===== config.mk =====
export PLATFORM = sky130hd
export DESIGN_NAME = n_reg_wb_arbiter
export DESIGN_NICKNAME = d
export VERILOG_FILES = /design/src/rtl/n_reg_wb_arbiter.sv
export SDC_FILE = /design/constraint.sdc
export NUM_CORES = 1
export LEC_CHECK = 0
export ABC_CLOCK_PERIOD_IN_PS = 1800
export CORE_MARGIN = 3
export CORE_UTILIZATION = 51
export CTS_CLUSTER_DIAMETER = 40
export DETAILED_ROUTE_END_ITERATION = 12
export PLACE_DENSITY = 0.75
export RECOVER_POWER = 25
export SLEW_MARGIN = 20
export SYNTH_ARGS = -nofsm -noshare
export SYNTH_HDL_FRONTEND = slang
export SYNTH_SLANG_ARGS = --single-unit

===== constraint.sdc =====
create_clock -name clk_i -period 1.8 [get_ports clk_i]
set_input_delay 0.36 -clock clk_i [delete_from_list [all_inputs] [get_ports clk_i]]
set_output_delay 0.36 -clock clk_i [all_outputs]
set_load 0.02 [all_outputs]

===== src/rtl/n_reg_wb_arbiter.sv =====
// n_reg_wb_arbiter: N-source register writeback arbiter with per-source FIFOs, round-robin/locked arbitration and a registered write port
// Ports:
//   clk_i, rst_n_i            clock (rising edge), asynchronous active-low reset
//   src_valid_i/src_ready_o   per-source push handshake (ready = FIFO not full)
//   src_addr_i/src_data_i     packed per-source address/data, source k at [k*W +: W]
//   lock_i, lock_src_i        restrict arbitration to one source index
//   en_w_reg_o, w_reg_addr_o, w_reg_data_o, grant_src_o   registered register-file write port
//   busy_o                    any FIFO non-empty or write in progress
// Optional (macro N_WB_FORWARD_EN): rd_addr_i, fwd_hit_o, fwd_data_o for same-cycle forwarding.
module n_reg_wb_arbiter #(
  parameter int NUM_SRC    = 2,
  parameter int ADDR_W     = 5,
  parameter int DATA_W     = 8,
  parameter int FIFO_DEPTH = 4
) (
  input  logic                      clk_i,
  input  logic                      rst_n_i,
  input  logic [NUM_SRC-1:0]        src_valid_i,
  output logic [NUM_SRC-1:0]        src_ready_o,
  input  logic [NUM_SRC*ADDR_W-1:0] src_addr_i,
  input  logic [NUM_SRC*DATA_W-1:0] src_data_i,
  input  logic                      lock_i,
  input  logic [2:0]                lock_src_i,
  output logic                      en_w_reg_o,
  output logic [ADDR_W-1:0]         w_reg_addr_o,
  output logic [DATA_W-1:0]         w_reg_data_o,
  output logic [2:0]                grant_src_o,
  output logic                      busy_o
`ifdef N_WB_FORWARD_EN
  ,
  input  logic [ADDR_W-1:0]         rd_addr_i,
  output logic                      fwd_hit_o,
  output logic [DATA_W-1:0]         fwd_data_o
`endif
);
  localparam int PW = $clog2(FIFO_DEPTH);
  localparam int EW = ADDR_W + DATA_W;
  localparam logic [PW:0] lp_one = 1;
  logic [EW-1:0] r_mem [NUM_SRC][FIFO_DEPTH];
  logic [PW:0] r_wp [NUM_SRC];
  logic [PW:0] r_rp [NUM_SRC];
  logic [2:0] r_rr;
  logic [NUM_SRC-1:0] w_full, w_empty, w_push, w_pop;
  logic w_gnt;
  logic [2:0] w_gidx;
  logic [EW-1:0] w_head;
  // Pointers carry an extra wrap bit so full and empty are distinguishable.
  always_comb begin
    w_full  = '0;
    w_empty = '0;
    w_push  = '0;
    for (int k = 0; k < NUM_SRC; k++) begin
      w_empty[k] = r_wp[k] == r_rp[k];
      w_full[k]  = (r_wp[k][PW-1:0] == r_rp[k][PW-1:0]) && (r_wp[k][PW] != r_rp[k][PW]);
      w_push[k]  = src_valid_i[k] && !w_full[k];
    end
  end
  // Candidate order i=0..NUM_SRC-1 starts at the round-robin pointer; the first
  // non-empty one wins. When locked only lock_src_i can match, so an
  // out-of-range lock index never grants.
  always_comb begin
    w_gnt  = 1'b0;
    w_gidx = '0;
    for (int i = 0; i < NUM_SRC; i++)
      for (int k = 0; k < NUM_SRC; k++)
        if (!w_gnt && !w_empty[k] && (lock_i ? (lock_src_i == 3'(k)) : (k == (int'(r_rr) + i) % NUM_SRC))) begin
          w_gnt  = 1'b1;
          w_gidx = 3'(k);
        end
  end
  always_comb begin
    w_pop  = '0;
    w_head = '0;
    for (int k = 0; k < NUM_SRC; k++)
      if (w_gnt && w_gidx == 3'(k)) begin
        w_pop[k] = 1'b1;
        w_head   = r_mem[k][r_rp[k][PW-1:0]];
      end
  end
  always_ff @(posedge clk_i)
    for (int k = 0; k < NUM_SRC; k++)
      if (w_push[k]) r_mem[k][r_wp[k][PW-1:0]] <= {src_addr_i[k*ADDR_W +: ADDR_W], src_data_i[k*DATA_W +: DATA_W]};
  always_ff @(posedge clk_i or negedge rst_n_i)
    if (!rst_n_i) begin
      for (int k = 0; k < NUM_SRC; k++) begin
        r_wp[k] <= '0;
        r_rp[k] <= '0;
      end
      r_rr         <= '0;
      en_w_reg_o   <= 1'b0;
      w_reg_addr_o <= '0;
      w_reg_data_o <= '0;
      grant_src_o  <= '0;
    end else begin
      for (int k = 0; k < NUM_SRC; k++) begin
        if (w_push[k]) r_wp[k] <= r_wp[k] + lp_one;
        if (w_pop[k])  r_rp[k] <= r_rp[k] + lp_one;
      end
      if (w_gnt && !lock_i) r_rr <= (w_gidx == 3'(NUM_SRC - 1)) ? 3'd0 : w_gidx + 3'd1;
      en_w_reg_o <= w_gnt;
      if (w_gnt) begin
        {w_reg_addr_o, w_reg_data_o} <= w_head;
        grant_src_o                  <= w_gidx;
      end
    end
  assign src_ready_o = ~w_full;
  assign busy_o      = ~&w_empty | en_w_reg_o;
`ifdef N_WB_FORWARD_EN
  assign fwd_hit_o  = en_w_reg_o && (w_reg_addr_o == rd_addr_i);
  assign fwd_data_o = fwd_hit_o ? w_reg_data_o : '0;
`endif
endmodule


### Yosys cells after proc, flatten, opt, wreduce, memory -nomap -nowiden

Memories as Yosys holds them, arrays and structs flattened.
Cells that the tools add are included.

| word-level totals | value |
|---|---|
| memory bits (writable) | 104 |
| bits in registers | 30 |
| input bits | 34 |
| word-level logic and storage cells | 98 |
| output and inout port bits | 20 |
| memories | 1 |

Memory list:

| name | depth | bits a word | rd ports | clocked after Yosys merged registers in | wr ports | RTL line | source |
|---|---|---|---|---|---|---|---|
| r_mem | 2 | 52 | 2 | 0 | 2 | 39 | `logic [EW-1:0] r_mem [NUM_SRC][FIFO_DEPTH];` |

| cells by class | value |
|---|---|
| reduce and logical (&&, ||, !) cells | 30 |
| $lt $le $gt $ge | 6 |
| eq/ne operators | 9 |
| multiplexer cells | 30 |
| add/sub/neg operators | 6 |
| bitwise logic cells | 7 |

Operator list:

| cell | number |
|---|---|
| 13-bit two-way mux | 8 |
| 52-bit two-way mux | 2 |
| 32-bit zero test | 2 |
| 13-bit binary-select mux with 2-bit select | 2 |
| 13-bit demux with 2-bit select | 2 |
| 1-bit logical AND | 16 |
| 1-bit two-way mux | 14 |
| 3-bit by 1-bit adder with 3-bit output, second input constant | 4 |
| 3-bit greater-or-equal comparator, second input constant | 4 |
| 2-bit inverter with 3-bit output | 4 |
| 1-bit zero test | 9 |
| 3-bit by 1-bit equality test with 1-bit output, second input constant | 2 |
| 3-bit equality test | 2 |
| 3-bit zero test | 2 |
| 3-bit by 1-bit < comparator with 1-bit output, second input constant | 2 |
| 3-bit two-way mux | 2 |
| 2-bit equality test | 2 |
| 1-bit adder, second input constant | 2 |
| 2-bit equality test, first input constant | 1 |
| 1-bit != test | 2 |
| 2-bit inverter | 1 |
| 2-bit AND reduction | 1 |
| 1-bit bitwise AND, first input constant | 1 |
| 1-bit bitwise OR | 1 |

### Logic depth before layout (Yosys ltp)

Gate-level depths: netlist (run 1).

| depth | value |
|---|---|
| word-level depth | 20 |
| depth in mapped cells | 7 |
| mapped depth without buffers | 5 |

### Worst setup path before layout (run 1)

OpenSTA, ideal clock, no wires.

| timing path | value |
|---|---|
| path type | register to register |
| start | register r_rp[4] (netlist name) |
| end | memory r_mem[0][0] (netlist name) (enable) |
| period minus slack after synthesis | 1.900 ns |
| buffers on the path | 1 |
| arrival time | 1.532 ns |
| path slack | -0.100 ns |
| required time | 1.432 ns |
| stages on the path, launching flop included | 6 |
| setup time | 0.368 ns |
| cells stage by stage | dfrtp_1 -> buf_2 -> xor2_1 -> nor2_1 -> nand2_1 -> and3_1 |

RTL lines:

| element | RTL line | source |
|---|---|---|
| start, declared | 41 | `logic [PW:0] r_rp [NUM_SRC];` |
| start signal, assigned by index | 97 | `if (w_pop[k]) r_rp[k] <= r_rp[k] + lp_one;` |
| end, declared | 39 |  |

### Worst setup path after layout (run 1)

| timing path | value |
|---|---|
| start | register r_wp[5] (netlist name) |
| end | output port busy_o |

| on the way | value |
|---|---|
| cells in the longest elaborated chain, start to end | 4 |

RTL lines:

| element | RTL line | source |
|---|---|---|
| start, declared | 40 | `logic [PW:0] r_wp [NUM_SRC];` |
| start signal, assigned by index | 96 | `if (w_push[k]) r_wp[k] <= r_wp[k] + lp_one;` |
| 3-bit equality test | 53 | `w_empty[k] = r_wp[k] == r_rp[k];` |
| 2-bit AND reduction | 107 | `assign busy_o = ~&w_empty \| en_w_reg_o;` |
| 1-bit zero test | 107 |  |
| 1-bit bitwise OR | 107 |  |
| end, declared | 28 | `output logic busy_o` |

Every way passes these cells.

==> impl.org, run 1 <==
** Run status
- Run status :: complete, but fails checks
- The final reports fail on negative setup slack.

** Final layout
- Nets :: 408
- At the end of the flow the core is filled with cells to 70.11%.
- The finished cells cover 7010 um2.
- Non-filler cells, final :: 510
- Counting the fill cells in the layout gives 653.
- From synthesis to final layout, the design area changed by 30.94%.
- Ratio of cells with drive above 1 in the final layout :: 35.81%
- In the final layout, the multi-input gates occupy 1538 um2.
- The number of antenna diodes in the final layout is 0.
- Seq. cell area :: 3825 um2

** Placement
- After detailed placement, the design holds a cell count of 470.
- Placed Area :: 6250 um2
- During placement, the flow inserted port buffers numbering 51.
- Detailed placement finished with a half-perimeter wire length of 6401 um.
- The congestion estimate from routability-driven global placement came to 0.7452.

** CTS
- The tree is rooted in a sky130_fd_sc_hd__clkbuf_8.
- Counting along the longest clock path gives a buffer depth of 2.
- Clock latency on the worst-skew pair, taken at its later pin, is 0.51 ns.
- The clock tree synthesis step divided the H-tree into 4 levels.
- CTS saw 132 sinks.
- TritonCTS clock tree :: done
- The number of hold buffers added after CTS was 0.
- In this run, CTS created clock tree buffers numbering 17.
- After clock tree synthesis, the clock-pin slew on the worst setup and hold paths is 0.06 ns.

** Yosys
- After synthesis, flip-flops and latches occupy 71.42% of the total area.
- Summing every instance area after synthesis gives 5354 um2.
- Synthesis Warnings :: 0
- Leading post-synthesis cells by instance count :: sky130_fd_sc_hd__edfxtp_1 (104), sky130_fd_sc_hd__dfrtp_1 (28), sky130_fd_sc_hd__mux4_2 (23)
- Seq cells post-synth :: 132
- Share of flip-flops with an asynchronous set or reset :: 21.21%
- The share of synthesized area in the top cell type comes to 58.33%.
- sky130_fd_sc_hd__edfxtp_1 takes more of the synthesized area than any other cell.
- Post-synthesis cell type count :: 40
- The most used flip-flop cell after synthesis is sky130_fd_sc_hd__edfxtp_1.
- Number of enable flip-flop cells after synthesis :: 104
- Syn_area_per_cell :: 20.13 um2
- The cell count after synthesis came out at 266.
- Among all cell types in the netlist, the one instantiated most often is sky130_fd_sc_hd__edfxtp_1.
- Cell types occupying the most area after synthesis :: sky130_fd_sc_hd__edfxtp_1 (58%), sky130_fd_sc_hd__dfrtp_1 (13%), sky130_fd_sc_hd__mux4_2 (9.7%), sky130_fd_sc_hd__ha_1 (2.3%), sky130_fd_sc_hd__nor2b_1 (1.5%)

** Setup path
- Data on the critical path is required at its endpoint by 1.44 ns.
- Arrival time at the worst endpoint :: 1.86 ns
- Buffers plus inverters on the worst setup path :: 2
- Kind of end point of the critical path :: primary output
- Of all nets on the critical path, the largest fanout is 2.
- Setup CP Type :: reg2out
- Reg-to-Reg Start :: r_wp[5]
- Worst path top cell family by delay :: simple AND/OR/NAND/NOR gates
- The worst register-to-register path ends at w_reg_data_o[4].
- Measured in cells, the most critical reg-to-reg path has a length of 9.
- Delay of the slowest cell on the worst path :: 0.41 ns
- Slowest-stage cell, CP :: sky130_fd_sc_hd__dfrtp_1
- The critical path goes through xor2_2, nor3_4, inv_2, or3_4, buf_6.
- The worst setup path is launched from a register.
- Worst reg-to-reg setup slack :: -0.19 ns

** Hold path
- The path class of the tightest hold or removal check is in2async.

** Timing
- F_max :: 451.4 MHz
- Of the available clock period, the critical path in the final layout requires 123.1%.
- Setup repair after global routing could not meet its margin everywhere.
- Setup violations remaining at the end of the flow were counted as 22.
- Shortest clock period the worst path allows after layout :: 2.215 ns
- Final-report max-slew violation count :: 0
- At the pin with the least slew margin, the transition time is 0.7319 ns.
- Final TNS setup :: -3.180 ns
- Measured against its own limit, the worst slew margin works out to 51.21%.
- The hold violation count in the final report came to 0.
- Clk_skew :: 0.006387 ns
- Across all setup checks in the final design, the least slack found is -0.4155 ns.

** Floorplanning
- The initial utilization of the core area, before any placement, comes to 53.54%.
- Die Y-Extent :: 108.5 um
- Total Die Area :: 11760 um2
- Core Region :: 10000 um2
- In this run the horizontal extent of the chip is 108.5 um.
- In this run the count of I/O pins placed on the die edge is 54.
- Placement Rows :: 36

** Power and ir drop
- The worst-case IR drop observed on VDD is 1.125 mV.
- Switching fraction of total power :: 31.91%
- Design internal power :: 8.858 mW
- In this run the power spent charging and discharging nets is 4.151 mW.
- Combinational logic burns 39.5% of the power.
- The design draws 13.01 mW.
- Sequential cells burn 35.8% of the power.
- Power Density :: 1856 nW/um2
- Summed over all cells, the static leakage comes to 2.594 nW.
- Power share of the clock group :: 24.7%

** Global routing
- Initial antenna violation count :: 0
- The via count of the first global-routing pass came to 2938.
- Entering global routing, the biggest net connects 29 pins.
- The first global-routing pass estimated 15890 um of wire.
- For this run, the total global-route usage over all layers was measured as 18.76%.
- Total congestion overflow after global routing :: 0

** Route
- First drt pass iteration count :: 4
- DRC Markers :: 0
- In the routed layout, each cell is associated on average with a via count of 5.565.
- Wires add up to 10330 um.
- After detailed routing, the average wire length per cell comes to 20.26 um.
- In this run, the number of DRC markers left after iteration 0 of detailed routing was 183.
- Routed via count :: 2838
- Antenna-violating nets left :: 0

** Job
- Count of maximum capacitance violations :: 0
[metrics by stage]
step | setup WS [ns] | hold slack, ns
finish | -0.4155 | 0.4462
global route | -0.4819 | 0.5071
CTS | -0.4240 | 0.2448
detailed placement | -0.3216 | 0.5146
global placement | -0.3174 | 0.5090
floorplan | -0.04952 | 0.06441
[power by group through the flow]
stage               clock (mW)  sequential, mW  combinational, mW
finish                    3.22            4.66               5.13
global route              3.39            4.75               5.52
CTS                       3.24            4.65               4.98
detailed placement           0            4.69               4.65
global placement             0            4.65               4.53
floorplan                    0            4.79               2.81
[cell usage in the layout (no fill, tap or decap), types with 3 or more instances in the layout]
cell type	instances
sky130_fd_sc_hd__edfxtp_1	104
sky130_fd_sc_hd__buf_4	28
sky130_fd_sc_hd__dfrtp_1	27
sky130_fd_sc_hd__mux4_2	23
sky130_fd_sc_hd__clkdlybuf4s50_1	20
sky130_fd_sc_hd__clkbuf_16	17
sky130_fd_sc_hd__dlygate4sd2_1	15
sky130_fd_sc_hd__dlygate4sd3_1	13
sky130_fd_sc_hd__nor2b_1	11
sky130_fd_sc_hd__ha_1	10
sky130_fd_sc_hd__buf_6	9
sky130_fd_sc_hd__and3_4	7
sky130_fd_sc_hd__inv_1	7
sky130_fd_sc_hd__a221o_1	7
sky130_fd_sc_hd__a221o_2	6
sky130_fd_sc_hd__xnor2_2	4
sky130_fd_sc_hd__xor2_1	4
sky130_fd_sc_hd__clkinvlp_4	4
sky130_fd_sc_hd__xor2_2	3
sky130_fd_sc_hd__mux4_1	3
sky130_fd_sc_hd__clkinv_2	3
sky130_fd_sc_hd__buf_12	3
[routing by layer]
layer  global-route usage, %  vias to the layer above  wire (um)
met5                       0                        -          0
met4                   7.665                        0        246
met3                   4.537                       21        696
met2                   28.64                      122       4939
met1                   26.25                     1445       4448
li1                        -                     1250          -
[registers in the layout, summed over array words and instances, names as in the netlist]
signal	cells
r_mem	104
r_wp	6
r_rr	1
en_w_reg_o	1
w_reg_addr_o	5
w_reg_data_o	8
grant_src_o	1
r_rp	6
[layout make-up]
| class | instances | share of cell area (%) |
|---|---|---|
| flip-flops and latches | 132 | 54.56 |
| multi-input cells | 113 | 21.93 |
| repair buffers | 91 | 12.71 |
| clock buffers | 19 | 6.015 |
| well taps | 133 | 2.374 |
| clock inverters | 13 | 1.928 |
| inverters | 9 | 0.4819 |
[cells by family after synthesis]
family / Yosys count / share of synthesized area [%]
flops: 132 / 71.42
simple gates: 37 / 4.394
mux: 29 / 11.78
buf+inv: 22 / 2.524
compound gates: 21 / 4.627
xor+xnor: 14 / 2.851
fa+ha+maj: 10 / 2.337
other cells: 1 / 0.07004
[timing repair]
| action | CTS | global route |
|---|---|---|
| gates resized for setup | 48 | 17 |
| pin swaps | 8 | 19 |
| endpoints found under the setup margin | 59 | 76 |
| cloned | 1 | 1 |
| setup buffers | 6 | 3 |
[worst max-delay path by stage]
stage,from,to,slack [ns],cells after the start
global route,r_wp[3],busy_o,-0.48,5
global placement,r_wp[4],busy_o,-0.32,5
floorplan,r_rp[4],busy_o,-0.05,5
finish,r_wp[5],busy_o,-0.42,5
detailed placement,r_wp[4],busy_o,-0.32,5
CTS,r_wp[5],busy_o,-0.42,5
Power figures use the tool's default switching activity.
==> run 2, diff against run 1 <==
--- a/config.mk
+++ b/config.mk
@@ -12,6 +12,7 @@
 export DETAILED_ROUTE_END_ITERATION = 12
 export PLACE_DENSITY = 0.75
 export RECOVER_POWER = 25
+export REMOVE_ABC_BUFFERS = 1
 export SLEW_MARGIN = 20
 export SYNTH_ARGS = -nofsm -noshare
 export SYNTH_HDL_FRONTEND = slang
==> impl.org, run 2 (same netlist as run 1, synthesis figures left out) <==
** Run status
- The flow ran to the end, but the final reports show violations.
- The final reports fail on negative setup slack.

** Setup path
- The logic depth of the worst setup path including buffers was 5 (unchanged).
- The register-to-register path setup slack came to -0.08 ns (+0.11 ns).
- The sum of buffers and inverters on the critical path was 2 (unchanged).
- The slowest stage of the critical path belongs to the cell sky130_fd_sc_hd__dfrtp_1.
- Chain of cells forming the critical path :: xor2_1, nor3_4, inv_2, or3_1, buf_2
- Critical path startpoint category :: register
- Arrival time at the worst endpoint :: 1.82 ns (-0.04 ns)
- The worst setup path is captured at a primary output.
- Number of cell instances on the worst register-to-register path :: 7 (-2)
- The biggest fanout along the worst timing path was 2 (unchanged).
- The peak per-stage delay on the critical path is 0.39 ns (-0.02 ns).
- End point of the critical path :: busy_o
- Setup CP Type :: reg2out
- First element of the critical path :: r_rp[5]
- Worst reg2reg endpoint :: w_reg_data_o[3]
- The startpoint identified for the worst register-to-register timing path is r_rp[5].
- Among cell families on the critical path, the largest total delay comes from simple AND/OR/NAND/NOR gates.
- Required @ worst endpoint :: 1.44 ns (about the same)

** Timing
- The slew at the pin closest to its max-slew limit came to 0.6999 ns (-0.03200 ns).
- The total negative slack was -0.9141 ns (+2.266 ns).
- The final critical path time including I/O delays and setup came to 2.177 ns (-0.03888 ns).
- Final Hold Vio Count :: 0 (unchanged)
- Final-report max-slew violation count :: 0 (unchanged)
- Setup repair after global routing could not meet its margin everywhere.
- The slack of the critical path is -0.3766 ns (+0.03888 ns).
- The share of the clock period used by the worst path after layout came to 120.9% (-2.2 points).
- Relative max-transition margin :: 53.34% (+2.1 points)
- F_max :: 459.4 MHz (+1.8%)
- Minimum hold slack :: 0.4453 ns (-0.0008620 ns)
- The worst clock skew is 0.007120 ns (+0.0007336 ns).
- The final-report setup violation count is 18 (-18%).

** Route
- First drt pass iteration count :: 4 (unchanged)
- Total Wirelength :: 9795 um (-5.2%)
- DRC Markers :: 0 (unchanged)
- Routed via count :: 2758 (-2.8%)
- Via/cell ratio :: 5.429 (-2.4%)
- The initial DRC count is 166 (-9.3%).
- The final antenna-violating net count was 0 (unchanged).
- The mean routed wirelength per cell is 19.28 um (-4.8%).

** Floorplanning
- Effective utilization at floorplan :: 53.54% (unchanged)
- The I/O pin count was 54 (unchanged).
- Total Die Area :: 11760 um2 (unchanged)
- Die Y-Extent :: 108.5 um (unchanged)
- The core area was 10000 um2 (unchanged).
- The placement row count was 36 (unchanged).
- DIE WIDTH :: 108.5 um (unchanged)

** Power and ir drop
- Power Density :: 1828 nW/um2 (-1.5%)
- The post-route total power is 12.66 mW (-2.7%).
- Design internal power :: 8.807 mW (-0.58%)
- Switching power of the nets :: 3.855 mW (-7.1%)
- The portion of total power attributed to sequential cells is 36.6% (+0.8 points).
- The leakage power is 2.577 nW (-0.64%).
- The maximum ir drop on the vdd rail came to 1.013 mV (-10%).
- The combinational group share of total power is 37.8% (-1.7 points).
- Power share of the clock group :: 25.5% (+0.8 points)
- Switching fraction of total power :: 30.45% (-1.5 points)

** Placement
- The cell count after placement is 473 (+0.64%).
- The count of buffers from port buffering is 51 (unchanged).
- The post-detailed-placement cell area came to 6321 um2 (+1.1%).
- The routability congestion estimate was 0.7433 (-0.25%).
- The worst-case setup slack after placement is -0.2485 ns (+0.07310 ns).
- The final HPWL from detailed placement came to 6112 um (-4.5%).

** CTS
- Buffer depth of the longest clock path :: 2 (unchanged)
- The total number of H-tree levels came to 4 (unchanged).
- Clock root buffer :: sky130_fd_sc_hd__clkbuf_8
- Clock insertion delay at the later pin of the skew report :: 0.50 ns (about the same)
- TritonCTS built the clock tree.
- CTS Sinks :: 132 (unchanged)
- The number of buffers created by CTS was 17 (unchanged).
- Clock-pin slew of the registers on the worst-case setup and hold paths :: 0.06 ns (about the same)

** Global routing
- The maximum number of pins on one net before global-route repair was 29 (unchanged).
- First-pass GRT wire length :: 15500 um (-2.5%)
- The global route total overflow is 0 (unchanged).
- The via count of the first global-routing pass was 2890 (-1.6%).
- The global routing usage summed across all routing layers was 18.28% (-0.48 points).
- The number of antenna violations at the first check in global routing came to 0 (unchanged).

** Final layout
- Multi-input logic area :: 1423 um2 (-7.5%)
- Ratio of cells with drive above 1 in the final layout :: 31.20% (-4.6 points)
- Leading cell types in the layout, fill and taps excluded :: sky130_fd_sc_hd__edfxtp_1 (104), sky130_fd_sc_hd__dfrtp_1 (28), sky130_fd_sc_hd__buf_4 (25), sky130_fd_sc_hd__mux4_2 (23), sky130_fd_sc_hd__clkdlybuf4s50_1 (21)
- The number of antenna diodes came to 0 (unchanged).
- Nets :: 408 (unchanged)
- The number of standard cells in the final layout excluding fillers is 508 (-0.39%).
- Fill cell total of the finished layout :: 657 (+0.61%)
- The final non-filler cell area is 6927 um2 (-1.2%).
- Util after Layout :: 69.27% (-0.84 points)
- Seq. cell area :: 3824 um2 (about the same)
- The library cell used most frequently in the layout, excluding fill and tap cells, is sky130_fd_sc_hd__edfxtp_1.
- Largest register FFs :: 104 (unchanged)
- Signed area change from the synthesized netlist to the final layout :: 29.38%

** Job
- Count of maximum capacitance violations :: 0 (unchanged)

** Hold path
- Worst min-delay path category :: in2async
[run 2: cell count changes in the layout (fill, tap and decap cells not counted), sizes merged]
cell / previous run / this run
buf: 41 / 42
clkinv: 6 / 5
clkbuf: 21 / 20
bufinv: 2 / 3
inv: 10 / 9
clkdlybuf4s50: 20 / 21
clkinvlp: 4 / 3
dlygate4sd3: 13 / 12
[run 2: worst min path at each step]
stage,depth (start not counted),startpoint,to,slack [ns]
6_report,2,rst_n_i,r_wp[0],0.45
5_1_grt,2,rst_n_i,r_rp[2],0.49
4_1_cts,2,rst_n_i,r_wp[0],0.24
3_5_place_dp,2,grant_src_o[0],grant_src_o[0],0.51
3_3_place_gp,2,grant_src_o[0],grant_src_o[0],0.51
2_1_floorplan,0,rst_n_i,en_w_reg_o,0.06
[run 2: layout make-up]
cell class,instances,share of cell area (%)
Timing Repair Buffer,91,13.29
Inverter,9,0.4877
Multi-Input combinational cell,113,20.54
Sequential cell,132,55.20
Clock buffer,19,6.087
Clock inverter,11,1.987
Tap cell,133,2.402
[run 2: power groups by stage]
stage                     combinational [mW]  sequential [mW]  clock, mW
after floorplan                         2.29             5.01          0
after global placement                  4.63             4.62          0
after detailed placement                4.68             4.67          0
after CTS                               4.81             4.64       3.29
after global routing                    5.20             4.71       3.42
final                                   4.79             4.64       3.23
[run 2: routing by layer]
layer	up-vias	track usage [%]	share of wire, %
met3	13	5.612	5.3
met2	84	29.08	50
met4	0	6.222	1.4
met1	1416	24.20	44
met5	-	0	0
li1	1245	-	-
[run 2: worst register-to-register path: stages (launching register included)]
cell                       delay, ns
sky130_fd_sc_hd__dfrtp_1        0.39
sky130_fd_sc_hd__xor2_1         0.28
sky130_fd_sc_hd__nor3_4         0.09
sky130_fd_sc_hd__buf_4          0.17
sky130_fd_sc_hd__o311ai_4       0.27
sky130_fd_sc_hd__buf_12         0.19
sky130_fd_sc_hd__nor2b_1        0.07
sky130_fd_sc_hd__a221o_2        0.31
[run 2: repair_timing]
action | 4_1_cts | 5_1_grt
gates cloned | 0 | 1
hold buffers | 0 | 0
pin swaps | 2 | 2
setup endpoints to repair | 34 | 21
setup buffers | 3 | 1
gates resized for setup | 33 | 6
==> run 3, diff against run 2 <==
--- a/config.mk
+++ b/config.mk
@@ -12,7 +12,6 @@
 export DETAILED_ROUTE_END_ITERATION = 12
 export PLACE_DENSITY = 0.75
 export RECOVER_POWER = 25
-export REMOVE_ABC_BUFFERS = 1
 export SLEW_MARGIN = 20
 export SYNTH_ARGS = -nofsm -noshare
 export SYNTH_HDL_FRONTEND = slang
==> results of run 3 <==
No change in the layout: final DEF, timing and power equal those of run 1.
